--- src/rtl/mem_arbiter.sv ---
// Arbiter/sequencer sharing one byte-wide synchronous RAM port between IF and MEM.
// Optional one-entry fetch buffer: define MEM_ARB_IF_BUF_EN.
module mem_arbiter (
  input  logic        clk,
  input  logic        rst,
  input  logic        if_req_i,
  input  logic [31:0] if_addr_i,
  output logic        if_ack_o,
  output logic [31:0] if_data_o,
  input  logic        mem_req_i,
  input  logic        mem_we_i,
  input  logic [1:0]  mem_len_i,
  input  logic [31:0] mem_addr_i,
  input  logic [31:0] mem_wdata_i,
  output logic        mem_ack_o,
  output logic [31:0] mem_rdata_o,
  output logic [31:0] ram_a_o,
  output logic        ram_wr_o,
  output logic [7:0]  ram_dout_o,
  input  logic [7:0]  ram_din_i,
  output logic        stall_req_o
);

  typedef enum logic [1:0] {IDLE, READ, WRITE, DONE} state_t;

  state_t      state;
  logic [31:0] base;
  logic [31:0] wdata;
  logic [31:0] rbuf;
  logic [2:0]  cnt;
  logic [2:0]  len;
  logic        sel_mem;

  logic [31:0] word_nxt;
  logic [31:0] addr_nxt;
  logic [7:0]  wbyte_nxt;
  logic [2:0]  mem_len_dec;

`ifdef MEM_ARB_IF_BUF_EN
  logic        buf_vld;
  logic        buf_hit;
  logic [31:0] buf_addr;
  logic [31:0] buf_word;
`endif

  always_comb begin
    case (mem_len_i)
      2'b00:   mem_len_dec = 3'd1;
      2'b01:   mem_len_dec = 3'd2;
      default: mem_len_dec = 3'd4;
    endcase
  end

  // ram_din_i carries the byte for the address presented last cycle, i.e. lane cnt-1
  always_comb begin
    word_nxt = rbuf;
    case (cnt)
      3'd1:    word_nxt[7:0]   = ram_din_i;
      3'd2:    word_nxt[15:8]  = ram_din_i;
      3'd3:    word_nxt[23:16] = ram_din_i;
      3'd4:    word_nxt[31:24] = ram_din_i;
      default: word_nxt        = rbuf;
    endcase
  end

  always_comb begin
    case (cnt)
      3'd0:    wbyte_nxt = wdata[15:8];
      3'd1:    wbyte_nxt = wdata[23:16];
      3'd2:    wbyte_nxt = wdata[31:24];
      default: wbyte_nxt = 8'h00;
    endcase
  end

  assign addr_nxt    = base + {29'd0, cnt} + 32'd1;
  assign stall_req_o = (mem_req_i & ~mem_ack_o) | (if_req_i & ~if_ack_o);

  always_ff @(posedge clk) begin
    if (rst) begin
      state       <= IDLE;
      base        <= 32'd0;
      wdata       <= 32'd0;
      rbuf        <= 32'd0;
      cnt         <= 3'd0;
      len         <= 3'd0;
      sel_mem     <= 1'b0;
      if_ack_o    <= 1'b0;
      if_data_o   <= 32'd0;
      mem_ack_o   <= 1'b0;
      mem_rdata_o <= 32'd0;
      ram_a_o     <= 32'd0;
      ram_wr_o    <= 1'b0;
      ram_dout_o  <= 8'd0;
`ifdef MEM_ARB_IF_BUF_EN
      buf_vld     <= 1'b0;
      buf_hit     <= 1'b0;
      buf_addr    <= 32'd0;
      buf_word    <= 32'd0;
`endif
    end else begin
      case (state)
        IDLE: begin
          if (mem_req_i) begin
            sel_mem <= 1'b1;
            base    <= mem_addr_i;
            len     <= mem_len_dec;
            wdata   <= mem_wdata_i;
            cnt     <= 3'd0;
            rbuf    <= 32'd0;
            ram_a_o <= mem_addr_i;
            if (mem_we_i) begin
              ram_wr_o   <= 1'b1;
              ram_dout_o <= mem_wdata_i[7:0];
              state      <= WRITE;
`ifdef MEM_ARB_IF_BUF_EN
              buf_vld    <= 1'b0;
`endif
            end else begin
              state <= READ;
            end
          end else if (if_req_i) begin
            sel_mem <= 1'b0;
            base    <= if_addr_i;
            len     <= 3'd4;
            cnt     <= 3'd0;
            rbuf    <= 32'd0;
            state   <= READ;
`ifdef MEM_ARB_IF_BUF_EN
            // a hit spends one cycle in READ without driving the RAM port
            if (buf_vld && buf_addr == if_addr_i) buf_hit <= 1'b1;
            else                                  ram_a_o <= if_addr_i;
`else
            ram_a_o <= if_addr_i;
`endif
          end
        end
        READ: begin
`ifdef MEM_ARB_IF_BUF_EN
          if (buf_hit) begin
            buf_hit   <= 1'b0;
            if_ack_o  <= 1'b1;
            if_data_o <= buf_word;
            state     <= DONE;
          end else
`endif
          begin
            rbuf <= word_nxt;
            cnt  <= cnt + 3'd1;
            if (cnt + 3'd1 < len) ram_a_o <= addr_nxt;
            if (cnt == len) begin
              state <= DONE;
              if (sel_mem) begin
                mem_ack_o   <= 1'b1;
                mem_rdata_o <= word_nxt;
              end else begin
                if_ack_o  <= 1'b1;
                if_data_o <= word_nxt;
`ifdef MEM_ARB_IF_BUF_EN
                buf_vld   <= 1'b1;
                buf_addr  <= base;
                buf_word  <= word_nxt;
`endif
              end
            end
          end
        end
        WRITE: begin
          if (cnt + 3'd1 < len) begin
            cnt        <= cnt + 3'd1;
            ram_a_o    <= addr_nxt;
            ram_dout_o <= wbyte_nxt;
          end else begin
            ram_wr_o  <= 1'b0;
            mem_ack_o <= 1'b1;
            state     <= DONE;
          end
        end
        default: begin
          if_ack_o  <= 1'b0;
          mem_ack_o <= 1'b0;
          state     <= IDLE;
        end
      endcase
    end
  end

endmodule

--- config.mk ---
export PLATFORM = sky130hd
export DESIGN_NAME = mem_arbiter
export DESIGN_NICKNAME = d
export VERILOG_FILES = /design/src/rtl/mem_arbiter.sv
export SDC_FILE = /design/constraint.sdc
export NUM_CORES = 1
export LEC_CHECK = 0
export ABC_AREA = 1
export BUFFER_PORTS_ARGS = -buffer_cell sky130_fd_sc_hd__buf_2
export CORE_MARGIN = 4
export CORE_UTILIZATION = 57
export DETAILED_ROUTE_END_ITERATION = 7
export GPL_TIMING_DRIVEN = 0
export PLACE_DENSITY = 0.88
export SLEW_MARGIN = 20
export SYNTH_ARGS = -nofsm -noshare
export SYNTH_HDL_FRONTEND = slang
export SYNTH_SLANG_ARGS = --single-unit
--- constraint.sdc ---
create_clock -name clk -period 4.3 [get_ports clk]
set_clock_uncertainty 0.2 [all_clocks]
set_input_delay 0.43 -clock clk [delete_from_list [all_inputs] [get_ports clk]]
set_output_delay 0.43 -clock clk [all_outputs]
set_load 0.01 [all_outputs]
==> results of run 1 <==
logic make-up after synthesis:
family | count (synthesis) | share of synthesized area
flops | 204 | 0.428
buf+inv | 187 | 0.0828
xor+xnor | 12 | 0.0110
simple gates | 540 | 0.228
compound gates | 342 | 0.194
mux | 32 | 0.0336
fa+ha+maj | 16 | 0.0218
per-layer routing:
metal  up-vias  GRT usage
li1       4872          -
met1      4489      0.351
met2       416      0.524
met3        72     0.0482
met4         0      0.104
met5         -          0
synthesized netlist by cell type (5+ instances only):
cell / number
mux2i_1: 32
a211oi_1: 36
nor2_1: 150
nand3_1: 38
inv_1: 104
a21oi_1: 172
buf_2: 24
a31oi_1: 9
nand2_1: 326
buf_6: 6
xnor2_1: 8
clkbuf_1: 42
o221ai_1: 6
nor2_2: 5
dfxtp_1: 204
o21ai_0: 114
ha_1: 15
final timing paths:
kind,start,to,slack (ps)
worst max-delay path,cnt[1],ram_a_o[5],1630
worst min-delay path,mem_wdata_i[15],wdata[15],6
worst max register to register,cnt[1],ram_a_o[5],1630
worst min register to register,mem_rdata_o[29],mem_rdata_o[29],240
through the flow:
step                      area (sq um)  setup WS [ps]  std cells
final                            11600           1630       1812
after global routing             11600           1420       1812
after CTS                        11600           1660       1812
after detailed placement         10900           1680       1769
after global placement           10900           1740       1769
after floorplan                   9530           2090       1333
critical path, cell delays in order (launching register included):
cell and delay, ps:
dfxtp_1 480, inv_1 150, ha_1 330, ha_1 280, nand2_1 80, nand2_1 50, nand2_1 70, nand2_1 70
nand2_1 70, nand2_2 130, inv_1 120, buf_2 210, o21ai_0 110, a21oi_1 140, nor2_1 60
cells in the final DEF, fill, tap and decap left out, drive strengths merged, types with 2 or more instances in the layout:
cell / n
clkinv: 4
clkbuf: 74
nand2: 328
o221ai: 6
a21oi: 172
nand3b: 3
nor3: 5
mux2i: 32
or2: 2
nand4: 5
inv: 107
nand3: 40
dlygate4sd3: 9
ha: 15
xor2: 4
buf: 251
o21ai: 115
a211oi: 36
xnor2: 8
a31oi: 9
dfxtp: 204
nor2: 157
o22ai: 2
flip-flops by register name, indices dropped and copies added, names as in the netlist:
register and cells:
cnt 3, base 32, rbuf 32, len 3, if_ack_o 1, wdata 24
if_data_o 32, sel_mem 1, ram_wr_o 1, state 2, ram_dout_o 8, ram_a_o 32
mem_rdata_o 32, mem_ack_o 1
layout make-up:
cell class              instances  area, sq um
plain buffers                  78          380
well taps                     220          275
clock inverters                 3         43.8
fillers                      1358         4830
inverters                     109          409
multi-input cells             942         4660
repair buffers                225         1170
clock buffers                  31          613
flip-flops and latches        204         4080
where the power goes:
group          internal (W)  total, W  switching, W
clock network       0.00104   0.00176      0.000720
registers           0.00228   0.00256      0.000289
logic              0.000942   0.00284       0.00190
==> metrics.md, run 1 <==
| Metric | Value |
|---|---|
| Top Ports | `219` |
| Sequential area share after synthesis | `0.428` |
| Number of port buffers | `216` |
| Hold-fix buffer count after cts | `9` |
| Yosys top cell area share | `0.428` |
| TritonRoute pass-1 iters | `6` |
| First-pass GRT wire length | `44,400 um` |
| Final setup violation count | `0` |
| Max IR drop VDD | `0.375 mV` |
| Initial DRC Count | `791` |
| WL met3 | `2210 um` |
| Post-route ant nets | `0` |
| Synth area leader | `dfxtp_1` |
| Residual DRC | `0` |
| RSZ-0062 raised after global routing | `false` |
| Rows | `47` |
| Outcome | `completed` |
| CTS tree | `done` |
| Metal-1 WL | `11,400 um` |
| Num CTS Buffers | `21` |
| Total Routed Length | `28,600 um` |
| Initial antenna violation count | `0` |
| Clock Pin Slew Worst Setup and Hold Paths | `60 ps` |
| Via Count | `9,849` |
| Yosys reg bits | `204` |
| Final period util | `0.620` |
| Avg Cell Area, Syn | `7.15 sq um` |
| Async SR Flop Fraction | `0` |
| Depth of the CTS H-tree | `1` |
| Design Power | `0.00717 W` |
| Worst Tran Pin Value | `667 ps` |
| Fin nets | `1,708` |
| Dpl hpwl | `21,400 um` |
| Total track usage | `0.292` |
| Pwr dens | `616 mW/mm^2` |
| Clock Sinks | `204` |
| Headroom to the max-slew limit | `0.555` |
| Area growth syn-to-layout | `22.1%` |
| Die X | `137 um` |
| Crit start category | `flop` |
| Post-CTS Setup Bufs | `0` |
| Slew Limit Fails | `0` |
| Worst hold path stage count | `3` |
| Crit. End Element | `flop` |
| GPL Wtd Cong | `0.946` |
| Max Fclk | `375 MHz` |
| WL per Instance | `15.8 um` |
| Share of cells above drive strength 1 | `0.187` |
| Main area contributors after synthesis | `dfxtp_1 43%, nand2_1 13%, a21oi_1 9.0%, o21ai_0 6.0%, nor2_1 5.9%` |
| Critical Path RT | `4480 ps` |
| Final Hold Vio Count | `0` |
| Worst Hold Class | `input pin to flop` |
| Leakage | `4.99 nW` |
| Die H | `137 um` |
| Tmin final | `2670 ps` |
| Top layer in use | `met4` |
| Die ar. | `0.0189 sq mm` |
| Commonest register cell after synthesis | `dfxtp_1` |
| Largest net degree at the start of global routing | `14` |
| Post-CTS sizing | `0` |
| Worst setup path class | `flop to flop` |
| Mapped Cells | `1,333` |
| Hold Slack | `6.22 ps` |
| Root buffer cell | `clkbuf_16` |
| Clock Path Buffers | `3` |
| Critical Path AT | `2850 ps` |
| Vias in the first global route | `9,220` |
| Total core area | `0.0165 sq mm` |
| Setup TNS | `0 ps` |
| Max_cap viols | `0` |
| Post-synth cell types | `38` |
| Grt total ovfl | `0` |
| Post-synth EDFFs | `0` |
| Fin util | `0.707` |
| Routed wl met2 | `14,000 um` |
| Initial Utilization | `0.579` |
| Synthesized area | `0.00953 sq mm` |
| Net count of the mapped netlist | `1,460` |
| Reg2Reg Depth | `14` |
| Crit path max fanout | `10` |
| Syn. warnings | `0` |
| Via density | `5.44` |
| Antenna Cells | `0` |
| Clk Latency, worst-skew pair | `500 ps` |
Power figures use the tool's default switching activity.
==> run 2, diff against run 1 <==
--- a/config.mk
+++ b/config.mk
@@ -8,10 +8,10 @@
 export ABC_AREA = 1
 export BUFFER_PORTS_ARGS = -buffer_cell sky130_fd_sc_hd__buf_2
 export CORE_MARGIN = 4
-export CORE_UTILIZATION = 57
+export CORE_UTILIZATION = 54
 export DETAILED_ROUTE_END_ITERATION = 7
 export GPL_TIMING_DRIVEN = 0
-export PLACE_DENSITY = 0.88
+export PLACE_DENSITY = 0.84
 export SLEW_MARGIN = 20
 export SYNTH_ARGS = -nofsm -noshare
 export SYNTH_HDL_FRONTEND = slang
==> constraint.sdc (replaced) <==
create_clock -name clk -period 2.7 [get_ports clk]
set_clock_uncertainty 0.2 [all_clocks]
set_input_delay 0.27 -clock clk [delete_from_list [all_inputs] [get_ports clk]]
set_output_delay 0.27 -clock clk [all_outputs]
set_load 0.01 [all_outputs]
==> run 2 against run 1 <==
Net effect: the run now ends with hold timing left; clock-buffer cell count increased by 2; maximum frequency increased by 4.4%; die area increased by 5.2%; routed wire length increased by 12%; sequential cell count unchanged; cell count increased by 5.1%; sequential power increased by 60%; highest routed layer unchanged.
==> metrics.md, run 2 (same netlist as run 1, synthesis figures left out) <==
| Metric | Value |
|---|---|
| Outcome | `complete, but fails checks` |
| Failing checks | `hold timing` |
| Crit-path max cell delay | `370 ps` |
| Post-route ant nets | `0` |
| Leakage | `5.32 nW` |
| Reg2Reg Depth | `12` |
| Worst Tran Pin Value | `672 ps` |
| Setup TNS | `0 ps` |
| Die H | `141 um` |
| Crit path max-delay family | `adder cells` |
| Hold Slack | `-7.82 ps` |
| Rows | `48` |
| Area growth syn-to-layout | `30.7%` |
| RSZ-0062 raised after global routing | `false` |
| TritonRoute pass-1 iters | `5` |
| Routed wl met2 | `15,700 um` |
| Number of port buffers | `216` |
| WP depth | `12` |
| GPL Wtd Cong | `0.973` |
| Worst setup path class | `flop to flop` |
| Most frequent cells in the layout | `326 x nand2_1, 239 x buf_2, 201 x dfxtp_1, 172 x a21oi_1, 150 x nor2_1` |
| Depth of the CTS H-tree | `1` |
| CTS tree | `done` |
| Tmin final | `2550 ps` |
| Metal-1 WL | `12,500 um` |
| Design Power | `0.0116 W` |
| Vias in the first global route | `10.2k` |
| CP dominant cell by count | `nand2_1` |
| Top layer in use | `met4` |
| Fin nets | `1,791` |
| Crit start category | `flop` |
| Die ar. | `0.0198 sq mm` |
| Worst Hold Class | `input pin to flop` |
| Initial DRC Count | `859` |
| Via Count | `10.5k` |
| Crit path max fanout | `10` |
| Max IR drop VDD | `0.576 mV` |
| Worst path slowest cell | `dfxtp_4` |
| Crit-path cells | `ha_1 > ha_1 > inv_1 > ha_1 > nand2_1 > nand2_1 > nand2_1 > nand2_1 > inv_1 > buf_2 > o21ai_0 > a31oi_1` |
| Crit. End Element | `flop` |
| Residual DRC | `0` |
| Max Fclk | `392 MHz` |
| Final Hold Vio Count | `1` |
| Die X | `141 um` |
| Initial Utilization | `0.551` |
| Slew Limit Fails | `0` |
| Critical Path AT | `2780 ps` |
| Largest net degree at the start of global routing | `13` |
| Post-CTS Setup Bufs | `0` |
| Final period util | `0.946` |
| WL met3 | `2470 um` |
| Initial antenna violation count | `1` |
| Clock Sinks | `204` |
| Top Ports | `219` |
| Critical Path RT | `2930 ps` |
| Worst hold path stage count | `3` |
| WL per Instance | `16.9 um` |
| Root buffer cell | `clkbuf_16` |
| Dpl hpwl | `22,100 um` |
| First-pass GRT wire length | `51,200 um` |
| Headroom to the max-slew limit | `0.552` |
| Final setup violation count | `0` |
| Clk Latency, worst-skew pair | `520 ps` |
| Commonest non-fill, non-tap cell in the layout | `nand2_1` |
| Clock Pin Slew Worst Setup and Hold Paths | `60 ps` |
| Total Routed Length | `32,100 um` |
| WP buf/inv | `3` |
| Via density | `5.49` |
| Share of cells above drive strength 1 | `0.179` |
| Total track usage | `0.313` |
| Num CTS Buffers | `22` |
| Pwr dens | `933 mW/mm^2` |
| Clock Path Buffers | `3` |
| Total core area | `0.0173 sq mm` |
| Max_cap viols | `0` |
| Grt total ovfl | `0` |
==> run 2: cell count changes in the layout (fill, tap and decap cells not counted), moves of 2 or more <==
| cell | change |
|---|---|
| dfxtp_1 | -3 |
| clkbuf_1 | +5 |
| clkinv_2 | +3 |
| clkbuf_8 | -4 |
| dfxtp_2 | +2 |
| dlygate4sd3_1 | +82 |
==> run 2: worst paths after layout <==
check	startpoint	to	slack, ps
min reg2reg	mem_rdata_o[26]	mem_rdata_o[26]	240
max reg2reg	cnt[1]	ram_dout_o[6]	150
min	mem_addr_i[0]	base[0]	-8
max	cnt[1]	ram_dout_o[6]	150
==> run 2: report_power, final <==
part	internal (W)	switching (W)	total (W)	leakage [nW]
clock network	0.00154	0.00121	0.00275	0.313
logic	0.00161	0.00316	0.00477	3.34
registers	0.00363	0.000469	0.00410	1.67
total	0.00678	0.00484	0.0116	5.32
==> run 2: metrics by stage <==
stage,cell area [sq um],worst slack [ps],instances,util
3_3_place_gp,10900,134,1774,0.630
5_1_grt,12500,12.3,1904,0.720
2_1_floorplan,9530,489,1333,-
3_5_place_dp,10900,78.2,1774,0.630
4_1_cts,12400,27.4,1903,0.719
6_report,12500,147,1904,0.720
==> run 2: what timing repair did <==
item / 4_1_cts / 5_1_grt
setup endpoints to repair: 0 / 40
gates resized for setup: 0 / 10
hold buffers: 91 / 0
hold endpoints to repair: 64 / 0
==> run 2: worst min-delay path, stage by stage <==
cell and delay (ps):
buf_2 80, mux2i_1 90, a211oi_1 200
==> run 2: layout make-up <==
cell class / instances / area [sq um]
Antenna cell: 1 / 2.50
Multi-Input combinational cell: 942 / 4660
Clock inverter: 5 / 36.3
Clock buffer: 33 / 602
Fill cell: 1332 / 4840
Sequential cell: 204 / 4090
Timing Repair Buffer: 307 / 1990
Inverter: 109 / 409
Buffer: 78 / 385
Tap cell: 225 / 282
==> run 2: layer usage <==
| layer | up-vias | GRT usage |
|---|---|---|
| met5 | - | 0 |
| met4 | 0 | 0.145 |
| met3 | 111 | 0.0526 |
| met2 | 496 | 0.550 |
| met1 | 4790 | 0.373 |
| li1 | 5054 | - |
